==> config.mk <==
export PLATFORM = sky130hd
export DESIGN_NAME = baud_uart_tx_flat
export DESIGN_NICKNAME = d
export VERILOG_FILES = /design/src/rtl/baud_uart_tx_pkg.sv /design/src/rtl/baud_uart_tx_if.sv /design/src/rtl/baud_uart_tx_rise_detect.sv /design/src/rtl/baud_uart_tx.sv /design/src/flat_wrapper.sv
export SDC_FILE = /design/constraint.sdc
export NUM_CORES = 1
export LEC_CHECK = 0
export ABC_CLOCK_PERIOD_IN_PS = 5100
export CORE_MARGIN = 2
export CORE_UTILIZATION = 43
export CTS_CLUSTER_SIZE = 40
export DETAILED_ROUTE_END_ITERATION = 16
export PLACE_DENSITY = 0.77
export SKIP_CTS_REPAIR_TIMING = 1
export SLEW_MARGIN = 5
export SYNTH_ARGS = -nofsm -noshare
export SYNTH_HDL_FRONTEND = slang
export SYNTH_HIERARCHICAL = 1
export SYNTH_SLANG_ARGS = --single-unit
==> constraint.sdc <==
create_clock -name clk -period 5.1 [get_ports clk]
set_input_delay 1.02 -clock clk [delete_from_list [all_inputs] [get_ports clk]]
set_output_delay 1.02 -clock clk [all_outputs]
set_load 0.01 [all_outputs]
==> src/rtl/baud_uart_tx_pkg.sv <==
// Shared types and constants for the baud-clocked UART transmitter.
// Latency: n/a (declarations only).
// Backpressure: n/a.
// Contents: FSM state encoding, idle line level.
package baud_uart_tx_pkg;

  typedef enum logic [2:0] {
    IDLE  = 3'd0,
    SYNC  = 3'd1,
    START = 3'd2,
    DATA  = 3'd3,
    STOP  = 3'd4
  } state_t;

  localparam logic TX_IDLE_LEVEL = 1'b1;

endpackage

==> src/rtl/baud_uart_tx_if.sv <==
// Parallel word handshake into the UART transmitter.
// Latency: n/a (wires only).
// Backpressure: word transfers on a cycle where valid and ready are both high.
// Signals: data (word), valid (producer has a word), ready (consumer accepts).
interface baud_uart_tx_if #(
  parameter int DATA_BITS = 8
);
  logic [DATA_BITS-1:0] data;
  logic                 valid;
  logic                 ready;

  modport master (output data, output valid, input ready);
  modport slave  (input data, input valid, output ready);
endinterface

==> src/rtl/baud_uart_tx_rise_detect.sv <==
// Rising-edge detector for a same-domain square wave (bit timing strobe).
// Latency: tick_o is combinational, high for the one cycle after sig_i rises.
// Backpressure: none.
// Ports: clk, resetn, sig_i (square wave), tick_o (one-cycle rise strobe).
module baud_uart_tx_rise_detect (
  input  logic clk,
  input  logic resetn,
  input  logic sig_i,
  output logic tick_o
);

  logic prev_q;

  // Reset to 1 so a wave that is already high at release is not seen as a rise.
  always_ff @(posedge clk or negedge resetn) begin
    if (!resetn) begin
      prev_q <= 1'b1;
    end else begin
      prev_q <= sig_i;
    end
  end

  assign tick_o = sig_i & ~prev_q;

endmodule

==> src/rtl/baud_uart_tx.sv <==
// UART transmitter: start + DATA_BITS (LSB first) + STOP_BITS, one bit per baud_clk rise.
// Latency: tx falls on the first tick after accept (0..1 baud period); frame is 1+DATA_BITS+STOP_BITS ticks.
// Backpressure: ready is high only while idle; a valid without ready is held by the producer.
// Ports: clk, resetn (async low), baud_clk, in_if (data/valid/ready), tx (idle high), busy.
module baud_uart_tx
  import baud_uart_tx_pkg::*;
#(
  parameter int DATA_BITS = 8,
  parameter int STOP_BITS = 1
) (
  input  logic            clk,
  input  logic            resetn,
  input  logic            baud_clk,
  baud_uart_tx_if.slave   in_if,
  output logic            tx,
  output logic            busy
);

  localparam int BCW = $clog2(DATA_BITS + 1);

  state_t               state_q, state_d;
  logic [DATA_BITS-1:0] shreg_q, shreg_d;
  logic [BCW-1:0]       bitcnt_q, bitcnt_d;
  logic [1:0]           stopcnt_q, stopcnt_d;
  logic                 tx_q, tx_d;
  logic                 ready_q, ready_d;
  logic                 tick;
  logic                 accept;

  baud_uart_tx_rise_detect u_rise (
    .clk    (clk),
    .resetn (resetn),
    .sig_i  (baud_clk),
    .tick_o (tick)
  );

  // ready is only ever high in IDLE, so accept implies IDLE.
  assign accept = in_if.valid & ready_q;

  always_comb begin
    state_d   = state_q;
    shreg_d   = shreg_q;
    bitcnt_d  = bitcnt_q;
    stopcnt_d = stopcnt_q;
    tx_d      = tx_q;
    case (state_q)
      IDLE: begin
        tx_d = TX_IDLE_LEVEL;
        // A tick coinciding with accept is deliberately ignored; SYNC waits
        // for the next one so the start bit lasts a full baud period.
        if (accept) begin
          shreg_d = in_if.data;
          state_d = SYNC;
        end
      end
      SYNC: begin
        if (tick) begin
          state_d = START;
          tx_d    = 1'b0;
        end
      end
      START: begin
        if (tick) begin
          state_d  = DATA;
          tx_d     = shreg_q[0];
          shreg_d  = shreg_q >> 1;
          bitcnt_d = BCW'(1);
        end
      end
      DATA: begin
        if (tick) begin
          if (bitcnt_q == BCW'(DATA_BITS)) begin
            state_d   = STOP;
            tx_d      = TX_IDLE_LEVEL;
            stopcnt_d = 2'd1;
          end else begin
            tx_d     = shreg_q[0];
            shreg_d  = shreg_q >> 1;
            bitcnt_d = bitcnt_q + BCW'(1);
          end
        end
      end
      STOP: begin
        if (tick) begin
          if (stopcnt_q == 2'(STOP_BITS)) begin
            state_d = IDLE;
          end else begin
            stopcnt_d = stopcnt_q + 2'd1;
          end
        end
      end
      default: begin
        state_d = IDLE;
        tx_d    = TX_IDLE_LEVEL;
      end
    endcase
    // Registered from next state: ready rises on the first edge after reset
    // release and on the final stop tick, and drops on the accept edge.
    ready_d = (state_d == IDLE);
  end

  always_ff @(posedge clk or negedge resetn) begin
    if (!resetn) begin
      state_q   <= IDLE;
      shreg_q   <= '0;
      bitcnt_q  <= '0;
      stopcnt_q <= '0;
      tx_q      <= TX_IDLE_LEVEL;
      ready_q   <= 1'b0;
    end else begin
      state_q   <= state_d;
      shreg_q   <= shreg_d;
      bitcnt_q  <= bitcnt_d;
      stopcnt_q <= stopcnt_d;
      tx_q      <= tx_d;
      ready_q   <= ready_d;
    end
  end

  assign tx          = tx_q;
  assign busy        = (state_q != IDLE);
  assign in_if.ready = ready_q;

endmodule

==> src/flat_wrapper.sv <==
// flat-port wrapper written by rule: the top's interface ports become plain ports
module baud_uart_tx_flat import baud_uart_tx_pkg::*;
#(
  parameter int DATA_BITS = 8,
  parameter int STOP_BITS = 1
)
  (clk, resetn, baud_clk, tx, busy, in_if_data, in_if_valid, in_if_ready);
  baud_uart_tx_if #(.DATA_BITS(DATA_BITS)) in_if_i ();
  input  logic clk;
  input  logic resetn;
  input  logic baud_clk;
  output logic tx;
  output logic busy;
  input wire logic [$bits(in_if_i.data)-1:0] in_if_data;
  input wire logic [$bits(in_if_i.valid)-1:0] in_if_valid;
  output wire logic [$bits(in_if_i.ready)-1:0] in_if_ready;
  assign in_if_i.data = in_if_data;
  assign in_if_i.valid = in_if_valid;
  assign in_if_ready = in_if_i.ready;
  baud_uart_tx #(.DATA_BITS(DATA_BITS), .STOP_BITS(STOP_BITS)) u_core (.clk(clk), .resetn(resetn), .baud_clk(baud_clk), .in_if(in_if_i), .tx(tx), .busy(busy));
endmodule
[Yosys cells after proc, flatten, opt, wreduce, memory -nomap -nowiden]
Index checks and enable logic that the tools add are counted.
Storage, ports and cells
  bits in registers: 20
  input port bits: 12
  output and inout bits: 3
  word-level logic and storage cells: 64
Cells by class
  add/subtract/negate cells: 2
  eq/ne operators: 14
  muxes and demuxes: 27
  bitwise logic cells: 4
  reductions and logical operators: 10
Operators by type and width (number)
  $mux W8: 4
  $pmux W8 S3: 1
  $mux W3: 7
  $pmux W3 S5: 1
  $mux W4: 3
  $ne A2 B1 Y1 const B: 6
  $reduce_and A5 Y1: 2
  $mux W2: 4
  $pmux W4 S2: 1
  $reduce_and A4 Y1: 2
  $eq A3 B2 Y1 const B: 2
  $logic_not A3 Y1: 2
  $reduce_bool A3 Y1: 2
  $add A4 B1 Y4 const B: 1
  $eq A4 B4 Y1 const B: 1
  $mux W1: 4
  $ne A2 B2 Y1 const B: 2
  $pmux W1 S4: 1
  $pmux W2 S2: 1
  $reduce_bool A2 Y1: 2
  $eq A3 B1 Y1 const B: 1
  $eq A3 B3 Y1 const B: 1
  $add A2 B1 Y2 const B: 1
  $and A1 B1 Y1: 2
  other kinds (2): 3

[Logic depth before layout (Yosys ltp)]
Gate-level depths: netlist of the first run.
  depth in word-level cells: 5
  gate-level depth with buffers: 5
  depth with buffers taken out: 5

[Hierarchy]
Netlist of the first run, hierarchy kept.
Modules (own cells, without submodules)
  baud_uart_tx: times used 1, cells an instance 94, area each 1064.8 um^2, sequential area each 476.7 um^2
  baud_uart_tx_rise_detect: times used 1, cells an instance 2, area each 40.0 um^2, sequential area each 26.3 um^2

[Least setup slack after synthesis of the first run]
No wires, ideal clock.
  path kind: input port to flip-flop
  from: in baud_clk
  to: reg u_core.shreg_q[0]
  setup time: 0.125 ns
  arrival: 2.088 ns
  data required time: 4.975 ns
  setup slack: 2.887 ns
  cell stages on the path: 5
  buffers on the path: 1
  path through: nor2b_4 > and3b_1 > clkbuf_1 > o2bb2ai_4 > mux2_2
Between the ends
  word-level cells in the longest chain between the ends: 3
  elaborated cells between the ends (all ways): 4
  classes of those cells: eq/ne: 2; bitwise: 1; reduce/logical: 1
RTL lines
  start, declared: RTL line flat_wrapper.sv:11  | input logic baud_clk;
  $and A1 B1 Y1 (*): RTL line baud_uart_tx_rise_detect.sv:23  | assign tick_o = sig_i & ~prev_q;
  $ne A2 B1 Y1 (no source line)
  $reduce_and A5 Y1 (no source line) (*)
  end signal, assigned: RTL line baud_uart_tx.sv:112  | shreg_q <= shreg_d;
  end, declared: RTL line baud_uart_tx.sv:22  | logic [DATA_BITS-1:0] shreg_q, shreg_d;
Mark *: on every way between the ends. The rest lies on a longest branch, timed or not.
A chain may end at the register's enable or synchronous reset.

[Final worst setup path of the first run]
  from: reg u_core.state_q[1]
  to: out busy
Between the ends
  word-level cells in the longest chain between the ends: 1
RTL lines
  start, declared: RTL line baud_uart_tx.sv:21  | state_t state_q, state_d;
  start signal, assigned: RTL line baud_uart_tx.sv:111  | state_q <= state_d;
  $reduce_bool A3 Y1: RTL line baud_uart_tx.sv:121  | assign busy = (state_q != IDLE);
  end, declared: RTL line flat_wrapper.sv:13  | output logic busy;
Every way passes these cells.

==> results of run 1 <==
==> synthesized netlist by cell type, types with 2 or more instances <==
cell type  number
o32ai_1         2
ha_1            3
and2_1          3
nand2_1         6
nor2_1          3
inv_1           6
dfrtp_1        18
clkbuf_1        3
dfstp_2         2
nand3b_1        2
o21ai_0         2
a22o_1          2
a21oi_1         5
mux2_2         14
==> worst max-delay path by stage <==
| stage | slack (ns) | from | to |
|---|---|---|---|
| 3_3_place_gp | 2.41 | baud_clk | u_core/shreg_q[7] |
| 4_1_cts | 2.31 | u_core/state_q[0] | busy |
| 3_5_place_dp | 2.36 | baud_clk | u_core/shreg_q[2] |
| 5_1_grt | 2.23 | u_core/state_q[0] | busy |
| 2_1_floorplan | 2.89 | baud_clk | u_core/shreg_q[0] |
| 6_report | 2.31 | u_core/state_q[1] | busy |
==> sequential cells by signal, indices dropped and copies added, names as in the netlist <==
name                  cells
u_core/state_q            3
u_core/u_rise/prev_q      1
u_core/shreg_q            8
u_core/tx                 1
u_core/bitcnt_q           4
u_core/stopcnt_q          2
u_core/in_if.ready        1
==> metrics by stage <==
step	power, mW	area [sq um]	hold slack (ns)	std cells
final	0.5801	1281	0.5106	139
after global routing	0.6291	1281	0.5464	139
after CTS	0.5868	1281	0.5192	139
after detailed placement	0.5049	1255	0.4923	135
after global placement	0.4946	1255	0.4875	135
after floorplan	0.4475	1105	0.4713	96
==> cell families (layout without fill, tap and decap cells) <==
kind of cell	after synthesis	after routing	share of synthesized area, %
simple gates	27	27	16.08
compound gates	20	20	15.18
fa+ha+maj	3	3	3.398
buf+inv	11	24	4.529
mux	15	15	15.29
flops	20	20	45.53
==> worst reg2reg max path, stage by stage (launching register included) <==
cell	delay, ns
dfrtp_1	0.51
or3_1	0.45
o2bb2ai_4	0.27
mux2_2	0.37
==> layout make-up <==
type	instances	area, sq um	share of cell area (%)
multi-input cells	65	551.8	43.07
flip-flops and latches	20	503.0	39.26
inverters	6	22.52	1.758
repair buffers	14	140.1	10.94
clock buffers	4	26.28	2.051
well taps	30	37.54	2.930
==> report_power, final <==
group	leakage, nW	switching [mW]	internal (mW)
Sequential	0.240	0.0563	0.223
Combinational	0.281	0.0878	0.134
Clock	0.0150	0.0487	0.0306
Total	0.537	0.193	0.387
==> metal layers <==
layer / vias up / GRT usage [%] / part of all wire, %
li1: 375 / - / -
met4: 0 / 6.250 / 1.6
met1: 378 / 18.51 / 46
met3: 4 / 5.464 / 4.5
met2: 13 / 27.58 / 47
met5: - / 0 / 0
==> impl_results.md, run 1 <==
- Slew headroom: 42.62%
- Clk slew on worst S/H paths: 0.11 ns
- # setup viols final: 0
- Die W: 54.69 microns
- Max Cap Viol: 0
- R2R Path Start: u_core/state_q[1]
- Worst Reg2Reg Path Length in Cells: 3
- Status: finished, final reports clean
- Top Family by Delay on Critical Path: flip-flops
- Crit start category: flop
- First-pass GRT wire length: roughly 3.4 mm
- TNS Setup: 0 ns
- Mean area per synthesized cell: approximately 12 sq um
- Max Slew Vio Count: 0
- Worst vdd ir: 0.2713 mV
- Critical-path top delay cell: dfrtp_1
- Core outline area: between 0.002 and 0.0025 sq mm
- Hold wc startpoint: u_core/shreg_q[7]
- Post-Syn Area: 0.001105 sq mm
- Filler cells: 216
- Power Density: 452.8 mW/mm^2
- Skew final: 0.006171 ns
- Most common cell after layout, fill and taps aside: dfrtp_1
- CP arrival: 1.77 ns
- P&R area growth vs syn: 15.97%
- IO Count: 15
- Commonest non-fill, non-tap cells in the layout: dfrtp_1 (18), clkdlybuf4s50_1 (14), mux2_2 (14)
- Post-DP HPWL: 1.459 mm
- Worst Path Max Fanout: 12
- CP bufs+invs: 1
- Fin nets: 125
- Starting density of the core: 45.01%
- DRT Wirelength: roughly 1.9 mm
- Commonest register cell after synthesis: dfrtp_1
- Fin crit share: 54.73%
- Wirelength per Cell: 13.96 microns
- EDFF count, synth: 0
- Initial antenna violation count: 0
- Clock Tree Buf Depth: 2
- Pleak: 0.5365 nW
- Pre-CTS worst setup slack: 2.360 ns
- Initial DRT Pass Iterations: 4
- Cell Rows: 18
- Crit. End Element: output port
- Post-DRT Antenna Nets: 0
- Fmax: about 0.36 GHz
- Die ar.: 0.002991 sq mm
- RePlAce Congestion: 0.7965
- Vias in the first global route: 769
- Gr usage total: 16.20%
- Worst path depth: 2
- Worst hold path type: reg -> reg
- CTS tree: yes
- #FFs+latches synth: 20
- Skew-Pair Late Insertion Delay: 0.31 ns
- Dominant cells by area after synthesis: dfrtp_1 (41%), mux2_2 (14%), dfstp_2 (4.8%)
- Critical Path, Cell by Cell: or3_1 -> clkdlybuf4s50_1
- R2R Setup Slk: 3.38 ns
- Largest net degree at the start of global routing: 21
- CTS Sinks: 20
- Share of cells above drive strength 1: 22.94%
- Kind of critical path: reg -> out
- Area leader, netlist: dfrtp_1
- YS warnings: 6
- # DRC: 0
- Clock root cell: clkbuf_4
- Worst Max-Slew Pin Slew: between 0.8 and 0.9 ns
- Worst r2r dst: u_core/shreg_q[2]
- Hold Path Stages: 1
- Sequential share of the synthesized area: 45.53%
- Vias/cell: roughly 5.5
- Async set or reset register ratio after synthesis: between 90% and 100%
- Die Ht: 54.69 microns
- I/O Buffers: 14
- Final core occ: 52.19%
- Grt ovf: 0
- RSZ-0062 raised after global routing: no
- Antenna Cells: 0
- CTS H-tree lvls: 1
- Cells after synthesis: 96
- Synth unique cells: 39
- Initial DRC Count: 15
- Fin. Hold Viols: 0
- Synthesized net count: 111
- Time the worst path needs with I/O delays and setup: around 2.8 ns
- Top-area cell type share of the netlist area: 40.77%
- Via count: 770
- Final setup margin: around 2.3 ns
- TritonCTS Buffers: 3
- Hold Path End: u_core/shreg_q[7]
- Critical path required time: 4.08 ns
- CP peak stage delay: 0.51 ns
Note: power is estimated with default switching activity, not from simulation.
==> run 2, diff against run 1 <==
--- a/config.mk
+++ b/config.mk
@@ -5,7 +5,7 @@
 export SDC_FILE = /design/constraint.sdc
 export NUM_CORES = 1
 export LEC_CHECK = 0
-export ABC_CLOCK_PERIOD_IN_PS = 5100
+export ABC_CLOCK_PERIOD_IN_PS = 2900
 export CORE_MARGIN = 2
 export CORE_UTILIZATION = 43
 export CTS_CLUSTER_SIZE = 40
==> constraint.sdc (replaced) <==
create_clock -name clk -period 2.9 [get_ports clk]
set_input_delay 0.58 -clock clk [delete_from_list [all_inputs] [get_ports clk]]
set_output_delay 0.58 -clock clk [all_outputs]
set_load 0.01 [all_outputs]
==> run 2 against run 1 <==
Critical path type unchanged. Non-clock buffer count unchanged. Largest cell class unchanged. Highest routed layer unchanged. Register-to-register slack lost 2.2 ns. First-iteration DRC count down 47%. Clock power up 110%.
==> impl_results.md, run 2 (synthesis gave the netlist of run 1 again) <==
- # setup viols final: 0 (unchanged)
- Initial DRT Pass Iterations: 4 (unchanged)
- TNS Setup: 0 ns (unchanged)
- Max reg flops: 8 (unchanged)
- Worst Reg2Reg Path Length in Cells: 3 (unchanged)
- Cell Rows: 18 (unchanged)
- Via count: 774 (+0.52%)
- Worst vdd ir: 0.4888 mV (+80%)
- Fin. Hold Viols: 0 (unchanged)
- Post-DRT Antenna Nets: 0 (unchanged)
- I/O Buffers: 14 (unchanged)
- Worst r2r dst: u_core/shreg_q[6]
- Clock root cell: clkbuf_4
- Post-DP HPWL: 1.461 mm (+0.15%)
- Worst Setup SP: u_core/state_q[0]
- Max Cap Viol: 0 (unchanged)
- Power Density: 812.2 mW/mm^2 (+79%)
- Kind of critical path: reg -> out
- Most common cell after layout, fill and taps aside: dfrtp_1
- DRT Wirelength: 1.984 mm (+2.3%)
- Worst Max-Slew Pin Slew: 0.8835 ns (+0.02548 ns)
- IO Count: 15 (unchanged)
- R2R Path Start: u_core/state_q[0]
- Initial antenna violation count: 0 (unchanged)
- Slew headroom: 40.92% (-1.7 points)
- Skew final: 0.0008471 ns (-0.005324 ns)
- # DRC: 0 (unchanged)
- Top Family by Delay on Critical Path: flip-flops
- CP peak stage delay: 0.54 ns (+0.03 ns)
- Time the worst path needs with I/O delays and setup: 2.379 ns
- Skew-Pair Late Insertion Delay: 0.31 ns (about the same)
- Share of cells above drive strength 1: 23.85% (+0.92 points)
- Crit start category: flop
- CTS tree: yes
- Final core occ: 52.60% (+0.41 points)
- Commonest non-fill, non-tap cells in the layout: dfrtp_1 (18), clkdlybuf4s50_1 (14), mux2_2 (14)
- Status: finished, final reports clean
- Antenna Cells: 0 (unchanged)
- Crit. End Element: output port
- Die ar.: 0.002991 sq mm (unchanged)
- Clk slew on worst S/H paths: 0.11 ns (about the same)
- Vias in the first global route: 773 (+0.52%)
- Wirelength per Cell: 14.27 microns (+2.3%)
- Worst hold path type: reg -> reg
- Largest Register: u_core/shreg_q
- Worst Path Max Fanout: 14 (+2)
- Hold_ws: 0.5110 ns (+0.0004100 ns)
- Initial DRC Count: 8 (-7)
- Filler cells: 217 (+0.46%)
- RSZ-0062 raised after global routing: no
- Starting density of the core: 45.01% (unchanged)
- Gr usage total: 16.48% (+0.28 points)
- Grt ovf: 0 (unchanged)
- First-pass GRT wire length: 3.422 mm (+1.0%)
- Critical path required time: 2.32 ns (-1.76 ns)
- Clock Tree Buf Depth: 2 (unchanged)
- Die W: 54.69 microns (unchanged)
- Worst path depth: 2 (unchanged)
- Core outline area: 0.002455 sq mm (unchanged)
- Biggest regs: u_core/shreg_q x8, u_core/bitcnt_q x4, u_core/state_q x3
- R2R Setup Slk: 1.16 ns (-2.22 ns)
- TritonCTS Buffers: 3 (unchanged)
- Fin nets: 125 (unchanged)
- CTS H-tree lvls: 1 (unchanged)
- Pleak: 0.5425 nW (+1.1%)
- RePlAce Congestion: 0.7964 (about the same)
- P&R area growth vs syn: 16.87%
- Fin crit share: roughly 82%
- CP Capture Point: busy
- CTS Sinks: 20 (unchanged)
- Fmax: 0.4203 GHz
- CP arrival: 1.80 ns (+0.03 ns)
- Largest net degree at the start of global routing: 21 (unchanged)
- Vias/cell: 5.568 (+0.52%)
- Max Slew Vio Count: 0 (unchanged)
- Die Ht: 54.69 microns (unchanged)
- Critical Path, Cell by Cell: or3_1 -> clkdlybuf4s50_1
- CP bufs+invs: 1 (unchanged)
- Critical-path top delay cell: dfrtp_1
run 2: cell types whose count changed in the layout (fill, tap and decap cells not counted):
cell / delta
clkbuf_8: +1
clkbuf_1: -1
run 2: worst min path at each step:
stage                     cells after the start                  to              start
after CTS                                     1   u_core/shreg_q[7]  u_core/shreg_q[7]
after global placement                        1   u_core/shreg_q[1]  u_core/shreg_q[1]
after floorplan                               0  u_core/bitcnt_q[0]             resetn
final                                         1   u_core/shreg_q[7]  u_core/shreg_q[7]
after global routing                          1   u_core/shreg_q[3]  u_core/shreg_q[3]
after detailed placement                      1   u_core/shreg_q[7]  u_core/shreg_q[7]
run 2: through the flow:
stage / total power [mW] / std cells / area (sq um) / worst slack, ns
2_1_floorplan: 0.7870 / 96 / 1105 / 1.127
3_3_place_gp: 0.8697 / 135 / 1255 / 0.6453
3_5_place_dp: 0.8894 / 135 / 1255 / 0.6008
4_1_cts: 1.057 / 139 / 1291 / 0.5311
5_1_grt: 1.132 / 139 / 1291 / 0.4536
6_report: 1.049 / 139 / 1291 / 0.5208
run 2: worst register-to-register path: stages (launching register included):
cell and delay (ns):
dfrtp_1 0.54, or3_1 0.44, o2bb2ai_4 0.28, mux2_2 0.38
run 2: routing by layer:
| metal | routed length [microns] | up-vias | GRT usage (%) |
|---|---|---|---|
| met5 | 0 | - | 0 |
| met4 | 29 | 0 | 6.250 |
| met3 | 92 | 4 | 5.738 |
| met2 | 924 | 13 | 27.58 |
| met1 | 937 | 384 | 19.15 |
| li1 | - | 373 | - |
run 2: report_power, final:
| group | internal (mW) | total [mW] | switching [mW] |
|---|---|---|---|
| sequential | 0.392 | 0.490 | 0.0987 |
| combinational | 0.236 | 0.393 | 0.157 |
| clock | 0.0768 | 0.166 | 0.0889 |
| total | 0.704 | 1.05 | 0.345 |
run 2: layout make-up:
type                    count  area [sq um]  share of cell area [%]
clock buffers               4         36.28                   2.810
multi-input cells          65         551.8                   42.73
inverters                   6         22.52                   1.744
flip-flops and latches     20         503.0                   38.95
repair buffers             14         140.1                   10.85
well taps                  30         37.54                   2.907
